### src/rtl/lsu_dm_bridge.sv
// lsu_dm_bridge
//   Load/store unit between the core memory stage and a word-only data memory.
//   Byte/half/word loads are turned into aligned word reads with sign/zero
//   extension. Sub-word stores use read-modify-write because the DM has only a
//   word-wide write port. Misaligned and illegal requests are rejected with a
//   one-cycle misalign_o pulse. stall_o holds the core while a request runs.
//
// Ports
//   clk_i       clock, rising edge
//   rst_i       synchronous active-high reset
//   req_i       memory request valid (sampled in IDLE only)
//   we_i        1 = store, 0 = load
//   size_i      funct3: 000 B, 001 H, 010 W, 100 BU, 101 HU
//   addr_i      byte address
//   wd_i        store data, LSB-aligned
//   rd_o        extended load result, registered
//   stall_o     core must hold request and pipeline
//   done_o      one-cycle pulse, request completed
//   misalign_o  one-cycle pulse, request rejected
//   mem_addr_o  word-aligned DM address (0 outside RD/MRG/WR)
//   mem_wd_o    DM write data
//   mem_we_o    DM write enable
//   mem_rd_i    DM combinational read data
module lsu_dm_bridge #(
   parameter int unsigned ADDR_W   = 32,
   parameter logic [31:0] RESET_RD = 32'h0
) (
   input  logic              clk_i,
   input  logic              rst_i,
   input  logic              req_i,
   input  logic              we_i,
   input  logic [2:0]        size_i,
   input  logic [ADDR_W-1:0] addr_i,
   input  logic [31:0]       wd_i,
   output logic [31:0]       rd_o,
   output logic              stall_o,
   output logic              done_o,
   output logic              misalign_o,
   output logic [ADDR_W-1:0] mem_addr_o,
   output logic [31:0]       mem_wd_o,
   output logic              mem_we_o,
   input  logic [31:0]       mem_rd_i
);

   typedef enum logic [2:0] {
      IDLE,
      RD,
      MRG,
      WR,
      DONE,
      ERR
   } state_t;

   state_t            state;
   logic [2:0]        size_q;
   logic [1:0]        off_q;
   logic [15:0]       wd_q;     // only the sub-word lanes are needed for merging
   logic [31:0]       rd_q;
   logic [ADDR_W-1:0] mem_addr_q;
   logic [31:0]       mem_wd_q;
   logic              mem_we_q;
   logic              done_q;
   logic              mis_q;

   logic              legal;
   logic [31:0]       shifted;
   logic [31:0]       load_ext;
   logic [31:0]       merged;

   // Legality of the request presented in the accept cycle.
   always_comb begin
      legal = 1'b0;
      case (size_i)
         3'b000, 3'b100: legal = 1'b1;
         3'b001, 3'b101: legal = ~addr_i[0];
         3'b010:         legal = (addr_i[1:0] == 2'b00);
         default:        legal = 1'b0;
      endcase
      if (we_i && size_i[2])
         legal = 1'b0;
   end

   // Lane select and extension of the DM word for loads.
   always_comb begin
      shifted  = mem_rd_i >> {off_q, 3'b000};
      load_ext = mem_rd_i;
      case (size_q)
         3'b000:  load_ext = {{24{shifted[7]}}, shifted[7:0]};
         3'b100:  load_ext = {24'h0, shifted[7:0]};
         3'b001:  load_ext = {{16{shifted[15]}}, shifted[15:0]};
         3'b101:  load_ext = {16'h0, shifted[15:0]};
         default: load_ext = mem_rd_i;
      endcase
   end

   // Replace the target byte/half lanes of the DM word with store data.
   always_comb begin
      merged = mem_rd_i;
      if (size_q[1:0] == 2'b00)
         merged[{off_q, 3'b000} +: 8] = wd_q[7:0];
      else
         merged[{off_q[1], 4'b0000} +: 16] = wd_q;
   end

   always_ff @(posedge clk_i) begin
      if (rst_i) begin
         state      <= IDLE;
         size_q     <= '0;
         off_q      <= '0;
         wd_q       <= '0;
         rd_q       <= RESET_RD;
         mem_addr_q <= '0;
         mem_wd_q   <= '0;
         mem_we_q   <= 1'b0;
         done_q     <= 1'b0;
         mis_q      <= 1'b0;
      end else begin
         done_q   <= 1'b0;
         mis_q    <= 1'b0;
         mem_we_q <= 1'b0;
         case (state)
            IDLE: begin
               if (req_i) begin
                  size_q <= size_i;
                  off_q  <= addr_i[1:0];
                  wd_q   <= wd_i[15:0];
                  if (!legal) begin
                     state <= ERR;
                     mis_q <= 1'b1;
                  end else begin
                     mem_addr_q <= {addr_i[ADDR_W-1:2], 2'b00};
                     if (!we_i) begin
                        state <= RD;
                     end else if (size_i[1:0] == 2'b10) begin
                        state    <= WR;
                        mem_we_q <= 1'b1;
                        mem_wd_q <= wd_i;
                     end else begin
                        state <= MRG;
                     end
                  end
               end
            end
            RD: begin
               rd_q       <= load_ext;
               mem_addr_q <= '0;
               done_q     <= 1'b1;
               state      <= DONE;
            end
            MRG: begin
               mem_wd_q <= merged;
               mem_we_q <= 1'b1;
               state    <= WR;
            end
            WR: begin
               mem_addr_q <= '0;
               done_q     <= 1'b1;
               state      <= DONE;
            end
            DONE:    state <= IDLE;
            ERR:     state <= IDLE;
            default: state <= IDLE;
         endcase
      end
   end

   assign rd_o       = rd_q;
   assign done_o     = done_q;
   assign misalign_o = mis_q;
   assign mem_addr_o = mem_addr_q;
   assign mem_wd_o   = mem_wd_q;
   // Gating with reset keeps a pending write from reaching DM in the reset cycle.
   assign mem_we_o   = mem_we_q & ~rst_i;
   assign stall_o    = ((state == IDLE) && req_i) || (state == RD) ||
                       (state == MRG) || (state == WR);

endmodule

### config.mk
export PLATFORM = sky130hd
export DESIGN_NAME = lsu_dm_bridge
export DESIGN_NICKNAME = d
export VERILOG_FILES = /design/src/rtl/lsu_dm_bridge.sv
export SDC_FILE = /design/constraint.sdc
export NUM_CORES = 1
export LEC_CHECK = 0
export ABC_AREA = 1
export CAP_MARGIN = 20
export CORE_MARGIN = 2
export CORE_UTILIZATION = 46
export CTS_CLUSTER_DIAMETER = 80
export DETAILED_ROUTE_END_ITERATION = 10
export PLACE_DENSITY_LB_ADDON = 0.25
export SKIP_LAST_GASP = 1
export SLEW_MARGIN = 20
export SYNTH_ARGS = -nofsm -noshare
export SYNTH_HDL_FRONTEND = slang
export SYNTH_SLANG_ARGS = --single-unit
### constraint.sdc
create_clock -name clk_i -period 3.82 [get_ports clk_i]
set_clock_uncertainty 0.15 [all_clocks]
set_input_delay 0.382 -clock clk_i [delete_from_list [all_inputs] [get_ports clk_i]]
set_output_delay 0.382 -clock clk_i [all_outputs]
set_load 0.05 [all_outputs]
==> metrics.log <==
INFO  metric run_status = complete, no violations
INFO  metric postCtsSetupRepairBufs = 0
INFO  metric grt_util_met3 = 7.89%
INFO  metric later_pin_clock_latency_in_the_skew_report = roughly 420 ps
INFO  metric post-route-period-util = between 60% and 70%
INFO  metric power.density = 435 mW/mm^2
INFO  metric cts_root_buffer = clkbuf_16
INFO  metric synth_seq_cells = ~120
INFO  metric grt.busiest_layer = met2
INFO  metric rsz_0062_raised_after_global_routing = no
INFO  metric grt_pass1_wl = 36.9 mm
INFO  metric gr-usage-met1 = between 30% and 40%
INFO  metric synthXorXnorAreaFrac = 0%
INFO  metric via_count_of_the_first_global_routing_pass = 7237
INFO  metric worstPathArrival = around 2700 ps
INFO  metric detail-route-antenna-nets = 0
INFO  metric report.final.hold_viol_count = 0
INFO  metric data_required_critical_path = between 3000 and 4000 ps
INFO  metric post-route-util = between 60 and 70%
INFO  metric cellLeakagePower = between 0.004 and 0.005 uW
INFO  metric place_area = 0.00911 mm^2
INFO  metric post_cts.resized_instances = 0
INFO  metric worst-r2r-setup-slack = roughly 1300 ps
INFO  metric core-area = approximately 0.015 mm^2
INFO  metric yosysUniqueCellTypes = 28
INFO  metric cts.sinks = ~120
INFO  metric grt.met2_usage = a little under half
INFO  metric dominant_combinational_cell_family_by_area_after_synthesis = simple AND/OR/NAND/NOR gates
INFO  metric setup.worst_path.start_class = flip-flop
INFO  metric routed_wirelength = 23.4 mm
INFO  metric die-height = ~130 um
INFO  metric hold_slack = just over 300 ps
INFO  metric slew_viol_final = 0
INFO  metric post-place-cells = roughly 1500
INFO  metric layout.cells.most_common = nand2_1
INFO  metric crit_path_max_fanout = 58
INFO  metric wire_per_inst = ~15 um
INFO  metric syn-cell-area = 0.00711 mm^2
INFO  metric synth_seq_area_share = 34.1%
INFO  metric finish.instance_area = ~0.0096 mm^2
INFO  metric crit_path_end = rd_o[19]$_SDFFE_PP0P_
INFO  metric io_pins = 203
INFO  metric synthAdderAreaFrac = 0.880%
INFO  metric dr.pass1.iters = 6
INFO  metric mux_cell_area_share_after_synthesis = 0%
INFO  metric grt_max_degree = between 60 and 70
INFO  metric drive_gt1_share = approximately 5.3%
INFO  metric rr_worst_depth = 9
INFO  metric worstReg2RegStart = size_q[1]$_SDFFE_PP0P_
INFO  metric yosys_warnings = 0
INFO  metric num_rows = 45
INFO  metric end_kind = flip-flop
INFO  metric layout_min_cycle_time = approximately 2600 ps
INFO  metric dr_total_vias = 8048
INFO  metric die-width = ~130 um
INFO  metric grtUsageTotal = approximately 28%
INFO  metric timing.final.setup_violations = 0
INFO  metric synthSimpleGateAreaFrac = 36.3%
INFO  metric grt_overflow_total = 0
INFO  metric worstMarginPinSlew = 1020 ps
INFO  metric post-synth-top-area-cell = dfxtp_1
INFO  metric complex_gate_fraction_of_the_synthesized_area = between 10% and 20%
INFO  metric tritoncts_clock_tree = done
INFO  metric floorplan.initialDensity = a little under half
INFO  metric port_buf_inserts = 200
INFO  metric place.gp.congestion = roughly 0.96
INFO  metric synth_area_per_cell = roughly 6.1 um^2
INFO  metric number_of_instances_in_the_synthesized_netlist = 1161
INFO  metric ir_worst_vdd = 338 uV
INFO  metric critical_path.reg2reg.endpoint = rd_o[19]$_SDFFE_PP0P_
INFO  metric finalSetupTns = 0 ps
INFO  metric synth_top_cells_by_area = dfxtp_1, nand2_1, inv_1
INFO  metric antenna_found_initial = 0
INFO  metric synthToLayoutAreaGrowth = 35.8%
INFO  metric route.detailed.vias_per_inst = between 5 and 6
INFO  metric floorplan.die_area = 0.0165 mm^2
INFO  metric max_freq = ~0.4 GHz
INFO  metric cts_hold_buffers = 0
INFO  metric cts_h_tree_depth = 4
INFO  metric detailed_place_hpwl = 16.5 mm
INFO  metric final_cell_count_no_fill = 1516
INFO  metric worstHoldPathType = reg -> reg
INFO  metric clk_transition_reported_paths = 60 ps
INFO  metric synthDominantCellAreaShare = between 30% and 40%
INFO  metric cts_buffers = 17
INFO  metric crit_start = size_q[1]$_SDFFE_PP0P_
INFO  metric timing.slew.headroom = roughly a third
INFO  metric final_nets = between 1000 and 1500
INFO  metric max_cap_viol_count = 0
INFO  metric layout_common_cells = nand2_1, clkdlybuf4s50_1, inv_1
INFO  metric insertedDiodeCount = 0
INFO  metric maximum_root_to_sink_buffer_count = 2
INFO  metric timing.setup.critical_path_class = reg -> reg
INFO  metric dr.first_iter.drc_count = 603
INFO  metric drcViolationCount = 0
[sequential cells by signal, summed over array words and instances (netlist names)]
register    flops
mem_we_q        1
mem_addr_o     30
mem_wd_o       32
off_q           2
state           3
done_o          1
size_q          3
rd_o           32
wd_q           16
misalign_o      1
[metrics by stage]
stage,setup slack [ps],power [uW]
after floorplan,1670,2320
after global placement,1270,2740
after detailed placement,1210,2750
after CTS,1230,4210
after global routing,1050,4410
final,1250,4200
[cell families after synthesis]
kind of cell / count (synthesis)
simple gates: 606
buf+inv: 215
fa+ha+maj: 5
compound gates: 213
flops: 121
other cells: 1
[final cells by class]
type / count / area (um^2)
flip-flops and latches: 121 / 2420
repair buffers: 214 / 2120
clock inverters: 13 / 95.1
multi-input cells: 826 / 3830
fillers: 1456 / 5500
clock buffers: 19 / 443
inverters: 135 / 507
well taps: 188 / 235
[per-layer routing]
metal  up-vias  wire, um  share of wire (%)
li1       4028         -                  -
met1      3607     10100                 43
met2       363     10600                 45
met3        50      2130                9.1
met4         0       563                2.4
met5         -         0                  0
[worst min path at each step]
| stage | from | end | slack [ps] | cells past startpoint |
|---|---|---|---|---|
| after detailed placement | mem_addr_o[15]$_SDFFE_PP0P_ | mem_addr_o[15]$_SDFFE_PP0P_ | 310 | 2 |
| final | mem_addr_o[8]$_SDFFE_PP0P_ | mem_addr_o[8]$_SDFFE_PP0P_ | 310 | 2 |
| after global routing | mem_addr_o[6]$_SDFFE_PP0P_ | mem_addr_o[6]$_SDFFE_PP0P_ | 330 | 2 |
| after floorplan | wd_q[8]$_SDFFE_PP0P_ | wd_q[8]$_SDFFE_PP0P_ | 290 | 2 |
| after CTS | mem_addr_o[6]$_SDFFE_PP0P_ | mem_addr_o[6]$_SDFFE_PP0P_ | 310 | 2 |
| after global placement | mem_addr_o[6]$_SDFFE_PP0P_ | mem_addr_o[6]$_SDFFE_PP0P_ | 300 | 2 |
[power breakdown]
| part | leakage, uW | total, uW | switching (uW) | internal (uW) |
|---|---|---|---|---|
| Clock | 0.000260 | 1460 | 613 | 848 |
| Combinational | 0.00308 | 1310 | 865 | 444 |
| Sequential | 0.000988 | 1430 | 67.0 | 1360 |
| Total | 0.00432 | 4200 | 1550 | 2660 |
[synth_stat cells (all sizes together)]
library cell and count:
nand2 365, inv 135, dfxtp 121, a21oi 92, nand3 92, nor2 89, o21ai 77, nand4 46
buf 41, clkbuf 39, o211ai 17, o21bai 17, or2 9, o21a 8, ha 5, nor3 3
nand3b 2, a211oi 1, a31oi 1, conb 1
[worst max-delay path, stage by stage (launching register included)]
cell and delay [ps]:
dfxtp_1 310, buf_4 250, inv_1 300, nand2_1 130, buf_4 470, nor2_1 120, nand3_2 220, nand2_2 240
o21bai_1 210, inv_1 60
Power figures use the tool's default switching activity.
